$ cat src/rtl/melody_player.sv
// Buzzer melody sequencer: walks {dur, pitch} words from a synchronous note ROM,
// turns each pitch into a square wave and leaves a silent articulation gap per note.
module melody_player #(
  parameter int CLK_HZ    = 100_000_000,
  parameter int TICK_HZ   = 16,
  parameter int ADDR_W    = 8,
  parameter int NOTE_W    = 6,
  parameter int DUR_W     = 4,
  parameter int DIV_W     = 18,
  parameter int GAP_TICKS = 1
) (
  input  logic                    sys_clk,
  input  logic                    rst,
  input  logic                    start,
  input  logic                    stop,
  input  logic                    loop_en,
  input  logic [ADDR_W-1:0]       start_addr,
  output logic [ADDR_W-1:0]       rom_addr,
  input  logic [DUR_W+NOTE_W-1:0] rom_data,
  output logic [NOTE_W-1:0]       pitch,
  input  logic [DIV_W-1:0]        half_period,
  output logic                    speaker,
  output logic                    busy,
  output logic                    note_strobe,
  output logic                    done
);

  localparam int TICK_DIV = CLK_HZ / TICK_HZ;
  localparam int PRE_W    = (TICK_DIV > 1) ? $clog2(TICK_DIV) : 1;

  localparam logic [2:0] S_IDLE  = 3'd0;
  localparam logic [2:0] S_FETCH = 3'd1;
  localparam logic [2:0] S_WAIT  = 3'd2;
  localparam logic [2:0] S_PLAY  = 3'd3;
  localparam logic [2:0] S_GAP   = 3'd4;

  logic [2:0]        state;
  logic [ADDR_W-1:0] base;
  logic [DUR_W-1:0]  dur;
  logic [DUR_W-1:0]  ticks;
  logic [PRE_W-1:0]  pre;
  logic [DIV_W-1:0]  tone_cnt;

  logic [DUR_W-1:0]  rom_dur;
  logic [NOTE_W-1:0] rom_pitch;
  logic              tick_end;
  logic [DUR_W:0]    ticks_nxt;
  logic [DUR_W:0]    gap_at;
  logic              has_gap;
  logic              silent;

  assign rom_dur   = rom_data[DUR_W+NOTE_W-1:NOTE_W];
  assign rom_pitch = rom_data[NOTE_W-1:0];
  assign busy      = (state != S_IDLE);
  assign tick_end  = (pre == PRE_W'(TICK_DIV - 1));
  assign ticks_nxt = {1'b0, ticks} + (DUR_W+1)'(1);
  assign gap_at    = {1'b0, dur} - (DUR_W+1)'(GAP_TICKS);
  // Notes no longer than the gap play for their whole duration with no silence.
  assign has_gap   = (GAP_TICKS > 0) && ({1'b0, dur} > (DUR_W+1)'(GAP_TICKS));
  assign silent    = (pitch == '0) || (half_period < DIV_W'(2));

  always_ff @(posedge sys_clk or posedge rst) begin
    if (rst) begin
      state       <= S_IDLE;
      base        <= '0;
      rom_addr    <= '0;
      pitch       <= '0;
      dur         <= '0;
      ticks       <= '0;
      pre         <= '0;
      tone_cnt    <= '0;
      speaker     <= 1'b0;
      note_strobe <= 1'b0;
      done        <= 1'b0;
    end else begin
      note_strobe <= 1'b0;
      done        <= 1'b0;
      if (stop) begin
        state   <= S_IDLE;
        speaker <= 1'b0;
      end else begin
        case (state)
          S_IDLE: begin
            if (start) begin
              base     <= start_addr;
              rom_addr <= start_addr;
              state    <= S_FETCH;
            end
          end
          S_FETCH: state <= S_WAIT;
          S_WAIT: begin
            if (rom_dur == '0) begin
              if (loop_en) begin
                rom_addr <= base;
                state    <= S_FETCH;
              end else begin
                done  <= 1'b1;
                state <= S_IDLE;
              end
            end else begin
              dur         <= rom_dur;
              pitch       <= rom_pitch;
              pre         <= '0;
              ticks       <= '0;
              tone_cnt    <= '0;
              speaker     <= 1'b0;
              note_strobe <= 1'b1;
              state       <= S_PLAY;
            end
          end
          S_PLAY: begin
            pre <= tick_end ? '0 : pre + PRE_W'(1);
            if (tick_end) ticks <= ticks_nxt[DUR_W-1:0];
            if (silent) begin
              tone_cnt <= '0;
              speaker  <= 1'b0;
            end else if (tone_cnt == half_period - DIV_W'(1)) begin
              tone_cnt <= '0;
              speaker  <= ~speaker;
            end else begin
              tone_cnt <= tone_cnt + DIV_W'(1);
            end
            // Leaving PLAY overrides any toggle on the same edge.
            if (tick_end && has_gap && ticks_nxt == gap_at) begin
              state   <= S_GAP;
              speaker <= 1'b0;
            end else if (tick_end && !has_gap && ticks_nxt == {1'b0, dur}) begin
              state    <= S_FETCH;
              rom_addr <= rom_addr + ADDR_W'(1);
              speaker  <= 1'b0;
            end
          end
          S_GAP: begin
            speaker <= 1'b0;
            pre     <= tick_end ? '0 : pre + PRE_W'(1);
            if (tick_end) begin
              ticks <= ticks_nxt[DUR_W-1:0];
              if (ticks_nxt == {1'b0, dur}) begin
                state    <= S_FETCH;
                rom_addr <= rom_addr + ADDR_W'(1);
              end
            end
          end
          default: state <= S_IDLE;
        endcase
      end
    end
  end

endmodule

$ cat config.mk
export PLATFORM = sky130hd
export DESIGN_NAME = melody_player
export DESIGN_NICKNAME = d
export VERILOG_FILES = /design/src/rtl/melody_player.sv
export SDC_FILE = /design/constraint.sdc
export NUM_CORES = 1
export LEC_CHECK = 0
export CAP_MARGIN = 20
export CORE_MARGIN = 5
export CORE_UTILIZATION = 28
export CTS_CLUSTER_DIAMETER = 150
export DETAILED_ROUTE_END_ITERATION = 12
export GPL_TIMING_DRIVEN = 0
export HOLD_SLACK_MARGIN = 0.08
export PLACE_DENSITY = 0.49
export SLEW_MARGIN = 30
export SYNTH_ARGS = -nofsm -noshare
export SYNTH_HDL_FRONTEND = slang
export SYNTH_SLANG_ARGS = --single-unit
export TNS_END_PERCENT = 20
$ cat constraint.sdc
create_clock -name sys_clk -period 3.6 [get_ports sys_clk]
set_input_delay 0.9 -clock sys_clk [delete_from_list [all_inputs] [get_ports sys_clk]]
set_output_delay 0.9 -clock sys_clk [all_outputs]
set_load 0.005 [all_outputs]
After elaboration in Yosys (flattened, before gate mapping)

Cells that the tools add are included.

Flip-flop bits (word level): 77
Word-level logic and storage cells: 109
Bits of input ports: 41
Output and inout bits: 18

Muxes and demuxes: 41
Reductions and logical operators: 23
Bitwise operators: 3
Order comparisons: 2
Add/sub/neg operators: 6
Equal/unequal tests: 23

Operator list:

| kind                                                        | number |
|---|---|
| two-way mux 8 bit                                           | 7 |
| two-way mux 18 bit                                          | 3 |
| two-way mux 23 bit                                          | 2 |
| case mux 23 bit (2 select lines)                            | 1 |
| case mux 18 bit (2 select lines)                            | 1 |
| case mux 8 bit (4 select lines)                             | 1 |
| adder 23 x 1 -> 23 bit, second input constant               | 1 |
| equality test 23 bit, second input constant                 | 1 |
| two-way mux 3 bit                                           | 7 |
| adder 18 x 1 -> 18 bit, second input constant               | 1 |
| equality test 18 bit                                        | 1 |
| less-than comparator 18 x 2 -> 1 bit, second input constant | 1 |
| subtractor 18 x 1 -> 18 bit, second input constant          | 1 |
| inequality test 2 bit, second input constant                | 8 |
| case mux 3 bit (5 select lines)                             | 1 |
| AND reduction 3 bit                                         | 5 |
| two-way mux 1 bit                                           | 14 |
| inequality test 3 bit, second input constant                | 4 |
| AND reduction 9 bit                                         | 1 |
| adder 8 x 1 -> 8 bit, second input constant                 | 1 |
| two-way mux 4 bit                                           | 2 |
| case mux 4 bit (2 select lines)                             | 1 |
| AND reduction 4 bit                                         | 2 |
| nonzero test 4 bit                                          | 2 |
| 22 further kinds                                            | 29 |

Logic depth before layout (Yosys ltp)

Gate-level depths: netlist of the first run.

Word-level depth: 8
Depth in mapped cells: 11
Mapped depth without buffers: 9

Least setup slack after synthesis of the first run

No wires, ideal clock.

Path type: input to register
From: input port half_period[0]
To: register speaker
Setup slack: 617 ps
Data arrival time: 2859 ps
Library setup time: 124 ps
Cell stages on the path: 9
Path buffers: 0
Data required time: 3476 ps
Cells stage by stage: inv_1 -> ha_1 -> or4b_4 -> o31ai_1 -> o21ai_1 -> nor4_4 -> nand4_2 -> o211a_1 -> a211o_1

Word-level cells in the longest chain between the ends: 7
Elaborated cells on any way between the ends: 11
Classes of those cells: add/sub: 1; order compare: 1; eq/ne: 2; mux: 5; reduce/logical: 2

Ends and longest elaborated chain:

| what                                                                | RTL line | source |
|---|---|---|
| start, declared                                                     | 21       | `input logic [DIV_W-1:0] half_period,` |
| branches (longest 7 deep; another with subtractor 18 x 1 -> 18 bit) | n/a      |  |
| end signal, assigned                                                | 119      | `speaker <= ~speaker;` |
| end, declared                                                       | 22       | `output logic speaker,` |

Several ways; the timed one is not identified.
A chain may end at the register's enable or synchronous reset.

Worst setup path after layout of the first run

From: input port half_period[1]
To: register speaker

The elaborated chain is that of the path after synthesis.

==> impl_results.md, run 1 <==
- Antenna-violating nets left: 0
- Post-Synth Adder-Cell Area: 0.0168
- Wire length on met2: between 6000 and 7000 um
- Pwr/cell area: between 400 and 500 mW/mm^2
- Core Region: 0.0181 mm^2
- Worst setup EP type: flip-flop
- Top-count cell post-synth: nand2_1
- Synth Area in XOR/XNOR: 0.0758
- RSZ-0062 raised after global routing: false
- Hold_buf cts: 0
- Gp weighted congestion: 0.812
- Yosys reg bits: 77
- Layout area overhead: 24.2%
- Post-synthesis average cell area: 8.51 um^2
- Count of final max-slew check failures: 0
- Fmax: 294 MHz
- Placement Cell Area: 0.00606 mm^2
- Fillers: between 1500 and 2000
- Share of layout cells above drive strength 1: 0.0949
- Largest net degree at the start of global routing: 58
- Post-Synth Simple-Gate Area: 0.284
- Main synth FF type: dfrtp_1
- GRT Util Overall: 0.134
- Post-Route M1 WL: between 6000 and 7000 um
- CP bufs+invs: 2
- Overflow after GRT: 0
- Vias in the first global route: between 4000 and 5000
- H-tree Lvls: 3
- Post-route DRC: 0
- Hold WS: 0.501 ns
- Register area share after synthesis: 0.371
- Syn Inst Count: 611
- HP Class: reg -> reg
- Antenna cells: 0
- Nets@finish: 729
- List of most frequent post-synthesis cells: nand2_1 (101), dfrtp_1 (77), nor2_1 (55), o21ai_0 (34), xor2_1 (28)
- Clock Root Buffer: clkbuf_16
- CP Launch Type: input pin
- Wirelength per Cell: 15.6 um
- Slew Limit Headroom: 0.398
- # port buffers: 54
- Fin area: 0.00646 mm^2
- Vias per inst: between 5 and 6
- Max layer used: met4
- Initial antenna violation count: 0
- Max Cap Violations: 0
- Post-Syn Area: 0.00520 mm^2
- Critical path cell sequence: clkdlybuf4s50_1, inv_1, ha_2, nor4b_4, nand4_1, xnor2_1, nor4_4, nand4_4, o211a_1, a211o_1
- Largest family of logic cells by synthesized area: simple AND/OR/NAND/NOR gates
- DIE WIDTH: between 100 and 150 um
- DIE AREA: 0.0214 mm^2
- Synthesis Warnings: 0
- Hold Vio Cnt, Final: 0
- Via count: 4810
- Mux share of post-synthesis cell area: 0.0282
- Routed wl met3: 688 um
- Max VDD drop: 0.000246 V
- FF+latch area: 0.00193 mm^2
- Final setup TNS: 0 ns
- Max clock buf depth: 2
- Clk_skew: 0.00790 ns
- Final period util: 0.944
- 1st-iter DRT viols: around 380
- Setup-failing EPs final: 0
- Final min period: 3.40 ns
- Synth cell types: 70
- Pleak: 0.00271 uW
- I/O Pins: 59
- Max incr delay on CP: slightly below 0.5 ns
- Multi-input logic area: 0.00310 mm^2
- Initial Util: 0.287
- Family with the most delay on the worst path: simple AND/OR/NAND/NOR gates
- Skew-Pair Late Insertion Delay: 0.33 ns
- Synth area leader: dfrtp_1
- Sink Count: 77
- Post-DP HPWL: 10600 um
- Syn Nets: 659
- Post-synth EDFFs: 0
- CP Max Fanout: 8
- Cts bufs inserted: 9
- Worst Path Required: around 3.8 ns
- CP arrival: around 3.6 ns
- Share of the synthesized area in the top cell type: 0.371
- Global-route wire length before repair: roughly 24000 um
- Final design utilization: 0.356
- Synth Area in Compound Gates: 0.185
- Crit Path Class: in -> reg
- Outcome: finished, final reports clean
- Synth async-reset ratio: 1.00
- Slowest cell on crit path: clkdlybuf4s50_1
- Die Ht: 146 um
- Tightest Pin Transition: 0.900 ns
- Clock slew at reported path FFs: 0.06 ns
- WL final: 14300 um
- Synth area leaders: dfrtp_1 (37%), nand2_1 (7.3%), xor2_1 (4.7%)
- Drt pass-1 iters: 5
- # rows: 49
- CTS tree: yes
## through the flow
step	setup WS (ns)	cells	total power, uW
6_report	0.202	914	2740
5_1_grt	0.0178	914	2900
4_1_cts	0.0659	910	2780
3_5_place_dp	-0.373	895	1730
3_3_place_gp	-0.827	894	1720
2_1_floorplan	0.617	611	1450
## where the power goes
part           internal, uW  switching, uW
clock network           671            351
registers               972            115
logic                   332            302
## worst paths after layout
path                       slack [ns]        to            from  cells past startpoint
setup / recovery                 0.20   speaker  half_period[1]                     10
hold / removal                   0.50  pitch[0]        pitch[0]                      2
setup reg to reg                 0.89   speaker          pre[7]                      7
hold reg to reg                  0.50  pitch[0]        pitch[0]                      2
max in group asynchronous        2.15  state[1]             rst                      3
min in group asynchronous        0.89    pre[1]             rst                      2
## layout by cell type (no fill, tap or decap), types with 11 or more instances in the layout
| cell type | instances |
|---|---|
| nand2_1 | 101 |
| dfrtp_1 | 77 |
| nor2_1 | 55 |
| clkdlybuf4s50_1 | 53 |
| o21ai_0 | 34 |
| xor2_1 | 28 |
| nand3_1 | 22 |
| nor3_1 | 22 |
| inv_1 | 18 |
| xnor2_1 | 17 |
| clkbuf_1 | 15 |
| mux2_2 | 13 |
| o21ai_1 | 12 |
| and2_1 | 12 |
| and3_1 | 11 |
## worst reg2reg max path: cells and delay by family, from the launching register on
kind,cells,cell delay [ns]
AOI/OAI and AO/OA,2,0.42
DFF,1,0.44
and+or+nand+nor,5,1.73
## sequential cells by signal, indices dropped and copies added (netlist names)
signal / flops
base: 8
note_strobe: 1
pre: 23
done: 1
ticks: 4
tone_cnt: 18
dur: 4
pitch: 6
state: 3
speaker: 1
rom_addr: 8
## layer usage
metal,vias up,track usage
li1,2363,-
met4,0,0.0395
met3,10,0.0251
met2,129,0.216
met5,-,0
met1,2308,0.185
## timing repair
action / 4_1_cts / 5_1_grt
gates cloned: 0 / 0
gates resized for setup: 1 / 5
setup buffers: 0 / 4
endpoints found under the setup margin: 14 / 19
pin swaps: 0 / 3
## area by class of cell
class	instances	share of cell area
buffer	25	0.0205
clock buffer	10	0.0355
clock inverter	5	0.0155
inverter	20	0.0124
multi-input combinational	489	0.480
sequential	77	0.298
tap	229	0.0444
timing repair buffer	59	0.0930
## cells by family after synthesis
logic type / after synthesis
AND/OR/NAND/NOR: 287
AO/OA/AOI/OAI: 137
buffers and inverters: 45
XOR/XNOR: 45
adder cells (fa/ha/maj): 7
multiplexers: 13
flip-flops: 77
Power figures use the tool's default switching activity.
==> inputs of run 2 (changes only) <==
--- a/config.mk
+++ b/config.mk
@@ -13,7 +13,7 @@
 export GPL_TIMING_DRIVEN = 0
 export HOLD_SLACK_MARGIN = 0.08
 export PLACE_DENSITY = 0.49
-export SLEW_MARGIN = 30
+export SLEW_MARGIN = 20
 export SYNTH_ARGS = -nofsm -noshare
 export SYNTH_HDL_FRONTEND = slang
 export SYNTH_SLANG_ARGS = --single-unit
==> run 2 against run 1 <==
- via count grew 0.67%
- worst hold slack lost 0.0013 ns
- critical path depth is the same
- sequential share of layout area shrank 0.20 points
- non-clock buffer count grew 2
==> impl_results.md, run 2 (synthesized netlist as in run 1, its figures left out) <==
- R2r setup slk: about 0.91 ns
- Max VDD drop: 0.000241 V
- Skew-Pair Late Insertion Delay: 0.33 ns
- R2R Path End: rom_addr[1]
- Clock Root Buffer: clkbuf_16
- Max reg flops: 23
- GRT Util Overall: 0.135
- Placement Cell Area: 0.00606 mm^2
- Clock slew at reported path FFs: 0.06 ns
- Worst Path Required: 3.82 ns
- CP Launch Type: input pin
- Vias per inst: 5.29
- Slew Limit Headroom: 0.403
- Regs by FF count: pre (23), tone_cnt (18)
- CP Max Fanout: 8
- Pleak: 0.00273 uW
- Via count: 4842
- Largest net degree at the start of global routing: 50
- Pwr/cell area: around 440 mW/mm^2
- Sink Count: 77
- Fmax: 288 MHz
- Count of final max-slew check failures: 0
- Commonest non-fill, non-tap cell in the layout: nand2_1
- I/O Pins: 59
- # rows: 49
- Worst setup EP type: flip-flop
- DIE AREA: 0.0214 mm^2
- Max clock buf depth: 2
- RSZ-0062 raised after global routing: false
- Critical Path End: speaker
- Die Ht: between 100 and 150 um
- Top reg by flops: pre
- Reg2reg start: pre[7]
- Reg2Reg Depth: 8
- CTS tree: yes
- Final min period: 3.48 ns
- Fillers: 1897
- Wirelength per Cell: between 15 and 20 um
- Crit Path Class: in -> reg
- 1st-iter DRT viols: 321
- Initial antenna violation count: 0
- Vias in the first global route: 4693
- WL final: between 10000 and 15000 um
- Max Cap Violations: 0
- DIE WIDTH: 146 um
- Gp weighted congestion: 0.812
- Hold WS: approximately 0.5 ns
- Post-DP HPWL: 10700 um
- Fin area: 0.00650 mm^2
- Drt pass-1 iters: 7
- Tightest Pin Transition: 0.892 ns
- Clk_skew: around 0.011 ns
- Setup-failing EPs final: 0
- Outcome: finished, final reports clean
- Cts bufs inserted: 9
- H-tree Lvls: 3
- Hold Vio Cnt, Final: 0
- HP Class: reg -> reg
- Critical Path Start: half_period[0]
- Post-route DRC: 0
- # port buffers: 54
- Antenna cells: 0
- CP arrival: 3.70 ns
- Most frequent cells in the layout: nand2_1 (101), dfrtp_1 (77), nor2_1 (55)
- Final setup TNS: 0 ns
- Global-route wire length before repair: 24200 um
- Antenna-violating nets left: 0
- Share of layout cells above drive strength 1: 0.0975
- Overflow after GRT: 0
- Final period util: 0.966
- Initial Util: 0.287
- Nets@finish: 731
- Core Region: 0.0181 mm^2
- Layout area overhead: 25.0%
-- run 2: cell type report --
| type | count | area (um^2) | area share |
|---|---|---|---|
| multi-input cells | 489 | 3100 | 0.477 |
| repair buffers | 61 | 613 | 0.0943 |
| clock inverters | 4 | 120 | 0.0185 |
| plain buffers | 25 | 133 | 0.0204 |
| well taps | 229 | 287 | 0.0441 |
| clock buffers | 11 | 243 | 0.0373 |
| inverters | 20 | 77.6 | 0.0119 |
| flip-flops and latches | 77 | 1930 | 0.296 |
-- run 2: worst min path at each step --
stage | start | to | depth (start not counted)
after floorplan | ticks[1] | ticks[1] | 2
after global placement | ticks[1] | ticks[1] | 2
after detailed placement | pitch[0] | pitch[0] | 2
after CTS | pitch[0] | pitch[0] | 2
after global routing | base[6] | base[6] | 1
final | pitch[0] | pitch[0] | 2
-- run 2: layer usage --
metal,vias to the layer above,global-route usage,part of all wire
li1,2372,-,-
met3,10,0.0239,0.045
met2,133,0.217,0.46
met5,-,0,0
met4,0,0.0357,0.0082
met1,2327,0.189,0.48
-- run 2: per-stage QoR --
stage | instances | worst slack, ns | util | total power (uW)
floorplan | 611 | 0.617 | - | 1450
global placement | 894 | -0.827 | 0.332 | 1720
detailed placement | 895 | -0.388 | 0.334 | 1730
CTS | 910 | 0.0700 | 0.354 | 2870
global route | 916 | 0.00959 | 0.358 | 3000
finish | 916 | 0.124 | 0.358 | 2840
-- run 2: what timing repair did --
action,4_1_cts,5_1_grt
cloned,0,0
pin swaps,0,4
hold endpoints to repair,0,0
setup endpoints to repair,13,19
resized for setup,1,4
hold buffers,0,0
buffers inserted,0,6
-- run 2: critical path, stage by stage --
cell,delay [ns]
clkdlybuf4s50_1,0.53
inv_1,0.11
ha_2,0.24
nor4b_4,0.45
nand4_1,0.18
xnor2_1,0.21
nor4_4,0.36
nand4_4,0.20
o211a_1,0.25
a211o_1,0.26
-- run 2: where the power goes --
group	switching (uW)	internal [uW]
combinational	303	332
sequential	113	972
clock	355	763
total	772	2070
